### src/rtl/mio_arbiter.sv
// mio_arbiter -- two-master arbiter for the shared memory/IO bus.
//
// Master 0 is the CPU memory port and master 1 is a DMA/VGA-style requester.
// One access at a time is placed on the single memory slave. The slave's
// acknowledge comes back to the winning master as a one-cycle ready pulse,
// and that master's read data is registered alongside it. The FSM state is
// exported for debug. Every output is a flop.
//
// Optional feature: define ARB_TIMEOUT_EN to add an access watchdog. It
// aborts an access after TIMEOUT cycles without mem_ack, returns
// 32'hDEADBEEF to a reader and pulses bus_err with ready. Without the macro,
// an access waits for mem_ack forever and bus_err stays 0.
//
// Parameters:
//   ADDR_W   address width of all ports
//   DATA_W   data width of all ports
//   PRIO_CPU 0 = round-robin on a tie, 1 = CPU always wins a tie
//   TIMEOUT  watchdog limit in cycles (ARB_TIMEOUT_EN only, 1..65535)
//
// Ports:
//   clk, reset             rising-edge clock, asynchronous active-low reset
//   cpu_req/we/addr/wdata  CPU request; req is held until cpu_ready
//   cpu_rdata, cpu_ready   CPU read data and one-cycle completion pulse
//   dma_*                  same set of ports for master 1
//   mem_cs/we/addr/wdata   slave request; held stable for the whole access
//   mem_rdata, mem_ack     slave read data and completion
//   bus_err                watchdog abort, pulses together with ready
//   grant                  one-hot owner: bit0 = CPU, bit1 = DMA
//   state_out              FSM state: 0 IDLE, 1 CPU_ACC, 2 DMA_ACC, 3 RESP
module mio_arbiter #(
    parameter int ADDR_W   = 32,
    parameter int DATA_W   = 32,
    parameter bit PRIO_CPU = 1'b0,
    parameter int TIMEOUT  = 255
) (
    input  logic              clk,
    input  logic              reset,
    input  logic              cpu_req,
    input  logic              cpu_we,
    input  logic [ADDR_W-1:0] cpu_addr,
    input  logic [DATA_W-1:0] cpu_wdata,
    output logic [DATA_W-1:0] cpu_rdata,
    output logic              cpu_ready,
    input  logic              dma_req,
    input  logic              dma_we,
    input  logic [ADDR_W-1:0] dma_addr,
    input  logic [DATA_W-1:0] dma_wdata,
    output logic [DATA_W-1:0] dma_rdata,
    output logic              dma_ready,
    output logic              mem_cs,
    output logic              mem_we,
    output logic [ADDR_W-1:0] mem_addr,
    output logic [DATA_W-1:0] mem_wdata,
    input  logic [DATA_W-1:0] mem_rdata,
    input  logic              mem_ack,
    output logic              bus_err,
    output logic [1:0]        grant,
    output logic [1:0]        state_out
);

    typedef enum logic [1:0] {
        IDLE    = 2'd0,
        CPU_ACC = 2'd1,
        DMA_ACC = 2'd2,
        RESP    = 2'd3
    } state_t;

    state_t state;
    logic   last_grant;   // 0 = CPU owned the bus last, 1 = DMA did
    logic   pick_dma;

    // The watchdog counter is 16 bits wide, so any larger limit is unreachable.
    if (TIMEOUT < 1 || TIMEOUT > 65535) begin : g_bad_timeout
        $error("mio_arbiter: TIMEOUT must be in 1..65535");
    end

`ifdef ARB_TIMEOUT_EN
    // The counter advances on every ACC cycle without mem_ack, so matching
    // TIMEOUT-1 aborts on the edge that ends the TIMEOUT-th waiting cycle.
    localparam logic [15:0] WD_LAST = 16'(TIMEOUT - 1);
    logic [15:0] wd_cnt;
`endif

    // On a tie, round-robin picks whichever master did not own the bus last.
    always_comb begin
        pick_dma = dma_req;
        if (cpu_req && dma_req) begin
            pick_dma = PRIO_CPU ? 1'b0 : ~last_grant;
        end
    end

    assign state_out = state;

    always_ff @(posedge clk or negedge reset) begin
        if (!reset) begin
            state      <= IDLE;
            last_grant <= 1'b1;
            mem_cs     <= 1'b0;
            mem_we     <= 1'b0;
            mem_addr   <= '0;
            mem_wdata  <= '0;
            cpu_rdata  <= '0;
            dma_rdata  <= '0;
            cpu_ready  <= 1'b0;
            dma_ready  <= 1'b0;
            bus_err    <= 1'b0;
            grant      <= 2'b00;
`ifdef ARB_TIMEOUT_EN
            wd_cnt     <= '0;
`endif
        end else begin
            case (state)
                IDLE: begin
                    if (cpu_req || dma_req) begin
                        mem_cs <= 1'b1;
`ifdef ARB_TIMEOUT_EN
                        wd_cnt <= '0;
`endif
                        if (pick_dma) begin
                            state      <= DMA_ACC;
                            grant      <= 2'b10;
                            last_grant <= 1'b1;
                            mem_we     <= dma_we;
                            mem_addr   <= dma_addr;
                            mem_wdata  <= dma_wdata;
                        end else begin
                            state      <= CPU_ACC;
                            grant      <= 2'b01;
                            last_grant <= 1'b0;
                            mem_we     <= cpu_we;
                            mem_addr   <= cpu_addr;
                            mem_wdata  <= cpu_wdata;
                        end
                    end
                end

                // Requester inputs are ignored here; the latched request stays on the bus.
                CPU_ACC, DMA_ACC: begin
                    if (mem_ack) begin
                        mem_cs <= 1'b0;
                        state  <= RESP;
                        if (state == CPU_ACC) begin
                            cpu_ready <= 1'b1;
                            if (!mem_we) cpu_rdata <= mem_rdata;
                        end else begin
                            dma_ready <= 1'b1;
                            if (!mem_we) dma_rdata <= mem_rdata;
                        end
                    end
`ifdef ARB_TIMEOUT_EN
                    // mem_ack is tested first so a same-cycle ack beats the watchdog.
                    else if (wd_cnt == WD_LAST) begin
                        mem_cs  <= 1'b0;
                        state   <= RESP;
                        bus_err <= 1'b1;
                        if (state == CPU_ACC) begin
                            cpu_ready <= 1'b1;
                            if (!mem_we) cpu_rdata <= DATA_W'(32'hDEADBEEF);
                        end else begin
                            dma_ready <= 1'b1;
                            if (!mem_we) dma_rdata <= DATA_W'(32'hDEADBEEF);
                        end
                    end else begin
                        wd_cnt <= wd_cnt + 16'd1;
                    end
`endif
                end

                // The ready pulse is visible for this one cycle only.
                RESP: begin
                    cpu_ready <= 1'b0;
                    dma_ready <= 1'b0;
                    bus_err   <= 1'b0;
                    grant     <= 2'b00;
                    state     <= IDLE;
                end

                default: state <= IDLE;
            endcase
        end
    end

endmodule

### config.mk
export PLATFORM = sky130hd
export DESIGN_NAME = mio_arbiter
export DESIGN_NICKNAME = d
export VERILOG_FILES = /design/src/rtl/mio_arbiter.sv
export SDC_FILE = /design/constraint.sdc
export NUM_CORES = 1
export LEC_CHECK = 0
export BUFFER_PORTS_ARGS = -buffer_cell sky130_fd_sc_hd__buf_2
export CORE_MARGIN = 3
export CORE_UTILIZATION = 45
export DETAILED_ROUTE_END_ITERATION = 7
export HOLD_SLACK_MARGIN = 0.1
export PLACE_DENSITY = 0.78
export SYNTH_ARGS = -nofsm -noshare
export SYNTH_HDL_FRONTEND = slang
export SYNTH_SLANG_ARGS = --single-unit
export TNS_END_PERCENT = 50
### constraint.sdc
create_clock -name clk -period 2.7 [get_ports clk]
set_input_delay 0.27 -clock clk [delete_from_list [all_inputs] [get_ports clk]]
set_output_delay 0.27 -clock clk [all_outputs]
set_load 0.03 [all_outputs]
==> results of run 1 <==
-- path summary, 6_finish.rpt --
path,startpoint,endpoint,slack [ns],cells after the start
min reg2reg,dma_rdata[19],dma_rdata[19],0.48,1
max,state_out[0],mem_addr[25],0.14,7
min,dma_wdata[29],mem_wdata[29],0.12,3
max reg2reg,state_out[0],mem_addr[25],0.14,7
max in group asynchronous,reset,dma_rdata[11],1.55,3
min in group asynchronous,reset,cpu_rdata[26],0.37,2
-- tightest hold or removal path, stage by stage --
cell     delay (ns)
buf_2          0.09
nand2_1        0.05
a31oi_1        0.08
-- cells in the mapped netlist, types with 2 or more instances --
| library cell | number |
|---|---|
| dfrtp_1 | 136 |
| nand2_1 | 131 |
| a31oi_1 | 67 |
| nor2_1 | 66 |
| mux2_2 | 48 |
| buf_2 | 24 |
| mux2_1 | 16 |
| buf_6 | 7 |
| ha_1 | 5 |
| a21oi_1 | 4 |
| inv_1 | 4 |
| a21boi_0 | 3 |
| buf_4 | 3 |
| clkbuf_1 | 3 |
| o21ai_0 | 3 |
| mux2i_1 | 2 |
| nand3_1 | 2 |
| nor2b_1 | 2 |
-- sequential cells by signal, indices dropped and copies added (netlist names) --
| signal | cells |
|---|---|
| cpu_rdata | 32 |
| cpu_ready | 1 |
| dma_rdata | 32 |
| dma_ready | 1 |
| grant | 2 |
| last_grant | 1 |
| mem_addr | 32 |
| mem_cs | 1 |
| mem_wdata | 32 |
| mem_we | 1 |
| state_out | 2 |
-- metrics by stage --
stage	hold slack [ns]	worst slack [ns]
after floorplan	-0.0256	0.698
after global placement	0.256	0.729
after detailed placement	0.260	0.652
after CTS	0.100	0.196
after global routing	0.103	0.0103
final	0.119	0.135
-- metal layers --
layer / share of wire [%] / vias to the layer above / global-route usage [%]
li1: - / 2635 / -
met1: 36 / 2821 / 29.8
met2: 51 / 362 / 49.6
met3: 8.9 / 68 / 7.68
met4: 4.2 / 0 / 14.5
met5: 0 / - / 0
-- final cells by class --
cell class                      count  area (um^2)  share of cell area, %
Inverter                            4         15.0                  0.166
Sequential cell                   137         3430                   38.0
Multi-Input combinational cell    365         2190                   24.2
Clock inverter                     14          149                   1.65
Tap cell                          168          210                   2.33
Timing Repair Buffer              405         2610                   28.9
Clock buffer                       18          429                   4.75
-- power groups by stage --
stage	logic, mW	clock network (mW)	registers [mW]
floorplan	1.87	0	5.70
global placement	5.59	0	3.63
detailed placement	5.69	0	3.70
CTS	6.19	2.28	3.67
global route	6.70	2.40	3.82
finish	6.33	2.26	3.71
-- timing repair --
action                                  CTS  global route
hold buffers                             93             1
hold endpoints to repair                125             1
endpoints found under the setup margin    0             7
-- cell families (layout without fill, tap and decap cells) --
family | after synthesis | in the layout | synth area share [%]
and+or+nand+nor | 205 | 205 | 13.6
DFF | 137 | 137 | 58.7
AOI/OAI and AO/OA | 87 | 88 | 9.64
muxes | 66 | 66 | 12.7
buffers and inverters | 41 | 441 | 4.24
adders and majority gates | 5 | 5 | 1.07
other | 1 | 1 | 0.0642
==> impl_metrics.toml, run 1 <==
[critical_path]
crit_type = "register to register"
worst_ep_required_time_ns = 3.04
end_kind = "register"
slowest_delay_ns = 0.61
worstPathCellList = "inv_1 -> ha_1 -> o21a_4 -> buf_12 -> nor2_1 -> a31oi_1 -> dlygate4sd3_1"
crit_slowest_cell = "dlygate4sd3_1"
crit_fanout = 46
cp_top_family = "buffers and inverters"
start_kind = "register"
path_buf_inv = 3
critPathArrivalTime_ns = 2.91

[detailed_routing]
drc = 0
dr.pass1.iters = 5
drtIter0Drc = 377
vias_per_cell = 5.30
postRouteAntennaNets = 0
postRouteWirelength_um = 20200
vias = 5886
wl_per_cell_um = 18.2

[die]
initial_core_util_pct = 47.3
rows = 40
die_w_um = 120
io_pins = 304
die_h_um = 120
coreArea_um2 = 12400
die-area_um2 = 14400

[clock_network]
h-tree-depth = 4
cts_tree = "built"
clk_latency_ns = 0.41
cts_sinks = 137
clk_pin_slew_ns = 0.06
cts_setup_buffers = 0
clockBufferDepth = 2
cts_resized = 0
cts_root_buf = "clkbuf_16"
cts_buffers = 17

[pwr]
p_int_mw = 6.76
seqPwrFrac_pct = 30.2
ir_worst_vdd_uv = 783
p_sw_mw = 5.53
leakage_nw = 4.40
swShare_pct = 45.0
fin_total_pwr_mw = 12.3
power_frac_clock_pct = 18.4
power_frac_comb_pct = 51.5
power.density_nw_per_um2 = 1360

[logic_synthesis]
syn-instance-count = 542
ys_async_sr_fraction_pct = 100
ys_ff_latch = 137
syn_nets = 714
synth_top_area_share_pct = 58.3
avgSynthCellArea_um2 = 10.8
yosysWarnings = 0
yosysTopAreaCell = "dfrtp_1"
synth-seq-area-share_pct = 58.7
yosys-top-cells-area = "dfrtp_1 58%, mux2_2 9.3%, nand2_1 8.4%, a31oi_1 7.2%, nor2_1 4.2%"
synth_edf_count = 0
synthFlopType = "dfrtp_1"
netlist-cell-type-count = 34
synth_area_um2 = 5840

[layout]
fillers = 802
area_growth_pct = 54.7
layout_commonest_cell = "buf_2"
final_util_pct = 73.1
num_antenna_cells = 0
drive_gt1_share_pct = 42.0
final_cell_mix = "301 x buf_2, 136 x dfrtp_1, 131 x nand2_1, 94 x dlygate4sd3_1, 67 x a31oi_1"
fin_cells = 1111
nets = 1102
fin_area_um2 = 9030

[timing]
setup_viol_count_final = 0
max_freq_ghz = 0.390
final_max_slew_viol_count = 0
tightest_slew_ns = 0.673
relSlewSlack_pct = 55.0
tns_ns = 0
clock_skew_ns = 0.00953
period_share_pct = 95.0
rsz0062_at_grt = "no"
fin_crit_ns = 2.56
hold_viol = 0

[placement]
place.gp.congestion = 0.813
hpwl_um = 12400
place_area_um2 = 7510
dp_cells = 984
io_buffers = 302

[grt]
grt_pass1_vias = 6305
grt_max_degree = 65
antenna_found_initial = 0
grt_pass1_wl_um = 31500
track_usage_pct = 27.8
overflow = 0

[status]
status = "completed"

[hold_path]
hold_path.class = "input pin to register"

[run]
cap_violations = 0
(Power assumes the default switching activity.)
==> inputs of run 2 (changes only) <==
BUFFER_PORTS_ARGS = -buffer_cell sky130_fd_sc_hd__clkbuf_2   (was -buffer_cell sky130_fd_sc_hd__buf_2)
CORE_AREA = 2 2 117 119   (was unset)
CORE_MARGIN = unset   (was 3)
CORE_UTILIZATION = unset   (was 45)
DIE_AREA = 0 0 119 121   (was unset)
PLACE_DENSITY = 0.77   (was 0.78)
==> run 2 against run 1 <==
Final area up 2.9%; via count rose by 1.1%; critical path depth did not move; sequential share of layout area shrank 1.1 points.
==> impl_metrics.toml, run 2 (synthesis results as in run 1) <==
[timing]
relSlewSlack_pct = 53.9
period_share_pct = 91.6
fin_crit_ns = 2.47
tns_ns = 0
setup_viol_count_final = 0
clock_skew_ns = 0.00840
hold_viol = 0
final_max_slew_viol_count = 0
max_freq_ghz = 0.404
tightest_slew_ns = 0.691
rsz0062_at_grt = "no"

[critical_path]
worstPathCellList = "inv_1 -> ha_2 -> o21a_4 -> buf_12 -> nor2_1 -> a31oi_1 -> dlygate4sd3_1"
worst_ep_required_time_ns = 3.05
crit_fanout = 61
crit_slowest_cell = "dlygate4sd3_1"
end_kind = "register"
start_kind = "register"
slowest_delay_ns = 0.58
crit_type = "register to register"
critPathArrivalTime_ns = 2.82

[detailed_routing]
dr.pass1.iters = 5
vias = 5951
vias_per_cell = 5.20
postRouteAntennaNets = 0
wl_per_cell_um = 17.4
drtIter0Drc = 428
postRouteWirelength_um = 19900
drc = 0

[clock_network]
clk_pin_slew_ns = 0.06
cts_root_buf = "clkbuf_16"
h-tree-depth = 4
clk_latency_ns = 0.41
cts_buffers = 17
cts_sinks = 137
clockBufferDepth = 2
cts_setup_buffers = 0
cts_tree = "built"

[die]
die_h_um = 121
coreArea_um2 = 13100
io_pins = 304
initial_core_util_pct = 44.6
rows = 42
die_w_um = 119
die-area_um2 = 14400

[placement]
io_buffers = 302
place.gp.congestion = 0.804
dp_cells = 992
hpwl_um = 12000

[status]
status = "completed"

[pwr]
ir_worst_vdd_uv = 612
fin_total_pwr_mw = 12.7
leakage_nw = 4.58
power.density_nw_per_um2 = 1370

[grt]
overflow = 0
grt_max_degree = 66
grt_pass1_vias = 6072
grt_pass1_wl_um = 30500
antenna_found_initial = 0
track_usage_pct = 27.3

[layout]
area_growth_pct = 59.1
final_cell_mix = "301 x clkbuf_2, 136 x dfrtp_1, 131 x nand2_1, 120 x dlygate4sd3_1, 67 x a31oi_1"
nets = 1128
fin_cells = 1145
drive_gt1_share_pct = 41.0
final_util_pct = 71.0
num_antenna_cells = 0
layout_commonest_cell = "clkbuf_2"

[hold_path]
hold_path.class = "input pin to register"

[run]
cap_violations = 0
run 2: layout make-up:
| cell class | instances | area [um^2] |
|---|---|---|
| Multi-Input combinational cell | 365 | 2190 |
| Timing Repair Buffer | 431 | 2810 |
| Clock buffer | 20 | 457 |
| Inverter | 4 | 15.0 |
| Fill cell | 818 | 3790 |
| Clock inverter | 12 | 171 |
| Sequential cell | 137 | 3430 |
| Tap cell | 176 | 220 |
run 2: repair_timing:
item	in CTS	in global routing
gates resized for setup	0	1
hold endpoints to repair	129	3
endpoints found under the setup margin	0	32
hold buffers	118	2
run 2: critical path, delay by kind of cell (launching register included):
family	cells	cell delay, ns
AO/OA/AOI/OAI	2	0.52
AND/OR/NAND/NOR	1	0.10
buffers and inverters	3	1.01
adder cells (fa/ha/maj)	1	0.33
flip-flops	1	0.42
run 2: power breakdown:
part | total (mW) | internal [mW] | switching (mW)
Sequential | 3.74 | 3.12 | 0.618
Clock | 2.45 | 1.59 | 0.863
Combinational | 6.56 | 2.48 | 4.07
Total | 12.7 | 7.19 | 5.55
run 2: layer usage:
layer / part of all wire [%] / vias up / GRT usage, %
met3: 8.6 / 73 / 8.41
li1: - / 2683 / -
met4: 5.5 / 0 / 16.9
met2: 49 / 380 / 46.0
met5: 0 / - / 0
met1: 37 / 2815 / 30.3
run 2: metrics by stage:
step	hold WS [ns]	area, um^2	setup slack, ns
5_1_grt	0.100	9300	0.0868
4_1_cts	0.101	9260	0.137
3_5_place_dp	0.286	7450	0.645
3_3_place_gp	0.284	7450	0.720
2_1_floorplan	-0.0256	5840	0.698
6_report	0.109	9300	0.227
run 2: final timing paths:
| kind | startpoint | to | slack [ns] | cells past startpoint |
|---|---|---|---|---|
| hold / removal | mem_rdata[2] | dma_rdata[2] | 0.11 | 2 |
| max in group asynchronous | reset | mem_addr[8] | 1.55 | 3 |
| setup / recovery | state_out[0] | mem_wdata[14] | 0.23 | 7 |
| hold reg to reg | dma_rdata[12] | dma_rdata[12] | 0.48 | 1 |
| setup reg to reg | state_out[0] | mem_wdata[14] | 0.23 | 7 |
| min in group asynchronous | reset | mem_addr[26] | 0.41 | 2 |
